File: src/rtl/pipe_stall_ctrl.sv
// pipe_stall_ctrl: pipeline stall controller.
// Merges ID/EX hazard requests with a sequencer for multi-cycle EX operations.
// The sequencer supports counted ops with a fixed latency and done-terminated ops
// guarded by a watchdog.
// Optional feature macro: STALL_STATS_EN adds the stall_cycles counter output.
module pipe_stall_ctrl #(
    parameter int CNT_W      = 7,
    parameter int MAX_CYCLES = 64
) (
    input  logic             clk,
    input  logic             rst,
    input  logic             stallreq_from_id,
    input  logic             stallreq_from_ex,
    input  logic             mc_start,
    input  logic [CNT_W-1:0] mc_cycles,
    input  logic             mc_done,
    input  logic             mc_flush,
    output logic [5:0]       stall,
    output logic             mc_busy,
    output logic             mc_finish,
    output logic             mc_timeout
`ifdef STALL_STATS_EN
    ,
    output logic [31:0]      stall_cycles
`endif
);

    // Stall patterns: bit0 PC, bit1 IF, bit2 ID, bit3 EX, bit4 MEM, bit5 WB.
    localparam logic [5:0] STALL_NONE  = 6'b000000;
    localparam logic [5:0] STALL_TO_ID = 6'b000111;
    localparam logic [5:0] STALL_TO_EX = 6'b001111;

    localparam logic [CNT_W-1:0] CNT_ZERO = '0;
    localparam logic [CNT_W-1:0] CNT_ONE  = CNT_W'(1);
    localparam logic [CNT_W-1:0] WD_LIMIT = CNT_W'(MAX_CYCLES - 1);

    typedef enum logic [1:0] {
        IDLE = 2'd0,
        RUN  = 2'd1,
        FIN  = 2'd2
    } state_t;

    state_t           state_q, state_d;
    logic [CNT_W-1:0] cnt_q, cnt_d;
    logic             done_mode_q, done_mode_d;
    logic             timeout_q, timeout_d;

    // State, counter, mode and sticky watchdog flag registers.
    always_ff @(posedge clk) begin
        if (rst) begin
            state_q     <= IDLE;
            cnt_q       <= CNT_ZERO;
            done_mode_q <= 1'b0;
            timeout_q   <= 1'b0;
        end else begin
            state_q     <= state_d;
            cnt_q       <= cnt_d;
            done_mode_q <= done_mode_d;
            timeout_q   <= timeout_d;
        end
    end

    // Sequencer next state: flush always wins over completion and watchdog.
    always_comb begin
        state_d     = state_q;
        cnt_d       = cnt_q;
        done_mode_d = done_mode_q;
        timeout_d   = timeout_q;
        unique case (state_q)
            IDLE: begin
                if (mc_start && !mc_flush) begin
                    state_d     = RUN;
                    cnt_d       = mc_cycles;
                    done_mode_d = (mc_cycles == CNT_ZERO);
                end
            end
            RUN: begin
                if (mc_flush) begin
                    state_d = IDLE;
                    cnt_d   = CNT_ZERO;
                end else if (!done_mode_q) begin
                    cnt_d = cnt_q - CNT_ONE;
                    if (cnt_q == CNT_ONE) begin
                        state_d = FIN;
                    end
                end else begin
                    cnt_d = cnt_q + CNT_ONE;
                    if (mc_done) begin
                        state_d = FIN;
                    end else if (cnt_q == WD_LIMIT) begin
                        state_d   = FIN;
                        timeout_d = 1'b1;
                    end
                end
            end
            FIN: begin
                // mc_start here belongs to the instruction now leaving EX.
                state_d = IDLE;
                cnt_d   = CNT_ZERO;
            end
            default: begin
                state_d = IDLE;
                cnt_d   = CNT_ZERO;
            end
        endcase
    end

    // Output decode; reset forces every output inactive regardless of requests.
    always_comb begin
        stall      = STALL_NONE;
        mc_busy    = 1'b0;
        mc_finish  = 1'b0;
        mc_timeout = 1'b0;
        if (!rst) begin
            if ((state_q == RUN) || stallreq_from_ex) begin
                stall = STALL_TO_EX;
            end else if (stallreq_from_id) begin
                stall = STALL_TO_ID;
            end
            mc_busy    = (state_q == RUN);
            mc_finish  = (state_q == FIN) && !mc_flush;
            mc_timeout = timeout_q;
        end
    end

`ifdef STALL_STATS_EN
    logic [31:0] stall_cnt_q;

    // Count cycles in which EX is held; wraps naturally at 32 bits.
    always_ff @(posedge clk) begin
        if (rst) begin
            stall_cnt_q <= 32'd0;
        end else if (stall[3]) begin
            stall_cnt_q <= stall_cnt_q + 32'd1;
        end
    end

    assign stall_cycles = stall_cnt_q;
`endif

endmodule

File: config.mk
export PLATFORM = sky130hd
export DESIGN_NAME = pipe_stall_ctrl
export DESIGN_NICKNAME = d
export VERILOG_FILES = /design/src/rtl/pipe_stall_ctrl.sv
export SDC_FILE = /design/constraint.sdc
export NUM_CORES = 1
export LEC_CHECK = 0
export ABC_CLOCK_PERIOD_IN_PS = 3450
export CORE_MARGIN = 2
export CORE_UTILIZATION = 49
export DETAILED_ROUTE_END_ITERATION = 8
export HOLD_SLACK_MARGIN = 0.02
export PLACE_DENSITY = 0.81
export SLEW_MARGIN = 25
export SYNTH_ARGS = -nofsm -noshare
export SYNTH_HDL_FRONTEND = slang
export SYNTH_SLANG_ARGS = --single-unit
File: constraint.sdc
create_clock -name clk -period 3.45 [get_ports clk]
set_input_delay 1.035 -clock clk [delete_from_list [all_inputs] [get_ports clk]]
set_output_delay 1.035 -clock clk [all_outputs]
set_load 0.01 [all_outputs]
==> summary.md <==
| Metric | Value |
|---|---|
| Fin cells | `146` |
| Initial Utilization | `0.5249` |
| Flop2flop setup slack | `1.78 ns` |
| Antenna diodes | `0` |
| Switching Fraction | `0.3054` |
| Max cap viols | `0` |
| Tmin final | `3.318 ns` |
| Critical Path RT | `2.41 ns` |
| Pwr per Cell Area | `315.5 nW/µm²` |
| Clock sinks | `11` |
| Final Hold Viols | `0` |
| Placed cells | `142` |
| Dpl hpwl | `1.527 mm` |
| Max VDD drop | `0.1843 mV` |
| Chip height | `44.17 µm` |
| Die W | `44.17 µm` |
| Final nets | `148` |
| Mapped cell area | `790.8 µm²` |
| Net load switching power | `98.23 µW` |
| Hold Crit Start | `timeout_q` |
| Ys flop type | `dfxtp_1` |
| P_int | `223.5 µW` |
| Skew final | `around 0.0074 ns` |
| Drc violations | `0` |
| RSZ-0062 raised after global routing | `no` |
| Via count | `846` |
| Clock Latency Late Sink | `0.27 ns` |
| Hold Crit Class | `register to register` |
| Final Setup Violations | `0` |
| DR pass1 iterations | `4` |
| Final period util | `0.9618` |
| Area delta synth->final | `28.96%` |
| Endpoint arrival time on the critical path | `2.28 ns` |
| Met1 Track Usage GR | `0.2739` |
| Longest Clk Path Bufs | `2` |
| CP startpoint kind | `input pin` |
| CTS buffer count | `3` |
| Layout cells sized above 1 | `0.1000` |
| Final Max Tran Viols | `0` |
| Iteration-0 DRC Markers | `37` |
| Root Driver | `clkbuf_4` |
| Sequential area share after synthesis | `0.2785` |
| Routability cong. | `roughly 0.9` |
| Initial antenna violation count | `0` |
| Worst-path clk slew | `0.07 ns` |
| Final Power | `roughly 320 µW` |
| Mean cell area of the mapped netlist | `7.255 µm²` |
| Routed wire per std cell | `around 14 µm` |
| Top cells by area, synth | `dfxtp_1 28%, nand2_1 7.1%, a21oi_1 7.0%, o21ai_0 5.7%, nor2_1 5.2%` |
| Met3 global-route usage | `0.04082` |
| Total grt overflow | `0` |
| Fillers | `126` |
| Cells after Synth | `109` |
| Die area | `roughly 2000 µm²` |
| Number of synthesized flops with an enable pin | `0` |
| Final cell utilization of the core | `0.6769` |
| # hold bufs at CTS | `0` |
| First-pass GRT wire length | `around 3.2 mm` |
| FF-to-FF Start | `cnt_q[0]` |
| Leading area contributor after synthesis | `dfxtp_1` |
| Status | `finished clean` |
| Post-CTS Setup Bufs | `0` |
| Row cnt | `14` |
| Comb pwr share | `0.269` |
| Footprint of the multi-input gates | `506.7 µm²` |
| Post-CTS Resized | `4` |
| Max Freq | `0.3014 GHz` |
| Met2 usage | `0.3706` |
| Async S/R FF share, synth | `0` |
| Crit. Startpoint | `mc_flush` |
| Top Usage Layer GRT | `met2` |
| I/O pins | `23` |
| Largest net degree at the start of global routing | `10` |
| Vias in the first global route | `roughly 750` |
| Synth Register Bits | `11` |
| Quantity of I/O buffers inserted on ports | `20` |
| Yosys cell types | `37` |
| CTS tree | `done` |
| Leakage dissipation | `0.0004246 µW` |
| Total GRT Usage | `0.2215` |
| Count of antenna-violating nets left after detailed routing | `0` |
| Vias per inst | `5.795` |
| Clock group share of total power | `0.277` |
| Max FO, Critical Path | `2` |
| Core Region | `1506 µm²` |
| H-tree level count | `1` |
| Synth Warn # | `0` |
| Yosys top cell area share | `0.2785` |
| Critical path endpoint category | `primary output` |
| Crit path kind | `input pin to primary output` |
| Most frequent cells in the layout | `15 x nand2_1, 15 x clkdlybuf4s50_1, 11 x nor2_1, 11 x a21oi_1, 11 x dfxtp_1` |
| Final wirelength | `between 2 and 2.5 mm` |
| Sequential power share | `0.454` |
| Register Area | `220.2 µm²` |
[power groups by stage]
stage          Clock (µW)  Sequential [µW]  Combinational [µW]
5_1_grt               100              147                94.4
4_1_cts              90.0              145                85.3
3_3_place_gp            0              148                85.0
2_1_floorplan           0              144                55.9
6_report             89.1              146                86.6
3_5_place_dp            0              148                87.3
[layout make-up]
class                      instances  share of cell area
multi-input combinational         86              0.4969
timing repair buffer              24              0.2233
sequential                        11              0.2160
clock buffer                       4             0.02577
tap                               16             0.01963
inverter                           5             0.01840
[through the flow]
step	area [µm²]	hold WS, ns	setup TNS [ns]	setup slack, ns
after floorplan	794.5	0.4290	0	0.5460
after global placement	989.7	0.4467	-0.1813	-0.06066
after detailed placement	989.7	0.4564	-0.3922	-0.1211
after CTS	1011	0.4779	0	0.01052
after global routing	1020	0.4918	0	0.04577
final	1020	0.4773	0	0.1319
[registers in the layout (all words and copies together), names as in the netlist]
register / count
cnt_q: 7
state_q: 2
done_mode_q: 1
timeout_q: 1
[cell families after synthesis]
logic type               Yosys count  synth area share
multiplexers                       2           0.02690
AND/OR/NAND/NOR                   51            0.3402
XOR/XNOR                           1           0.01108
buffers and inverters             13           0.09335
flip-flops                        11            0.2785
other                              1          0.004742
adder cells (fa/ha/maj)            3           0.04747
AO/OA/AOI/OAI                     27            0.1978
[worst max-delay path: stages]
cell	delay (ns)
clkdlybuf4s50_1	0.43
nor4b_2	0.25
clkdlybuf4s50_1	0.57
[worst paths after layout]
path	endpoint	cells past startpoint
max	mc_finish	3
min	timeout_q	2
max reg2reg	cnt_q[2]	7
min reg2reg	timeout_q	2
[per-layer routing]
| layer | vias to the layer above | part of all wire |
|---|---|---|
| met5 | - | 0 |
| met4 | 0 | 0.0040 |
| met3 | 2 | 0.058 |
| met2 | 37 | 0.50 |
| met1 | 384 | 0.44 |
| li1 | 423 | - |
[Yosys cell counts (all sizes together) (3+ instances only)]
master and number:
nand2 15, ha 3, buf 7, nor3 7, a21oi 11, inv 5
dfxtp 11, nor2 12, o21ai 10, nor2b 3
Note: power is estimated with default switching activity, not from simulation.
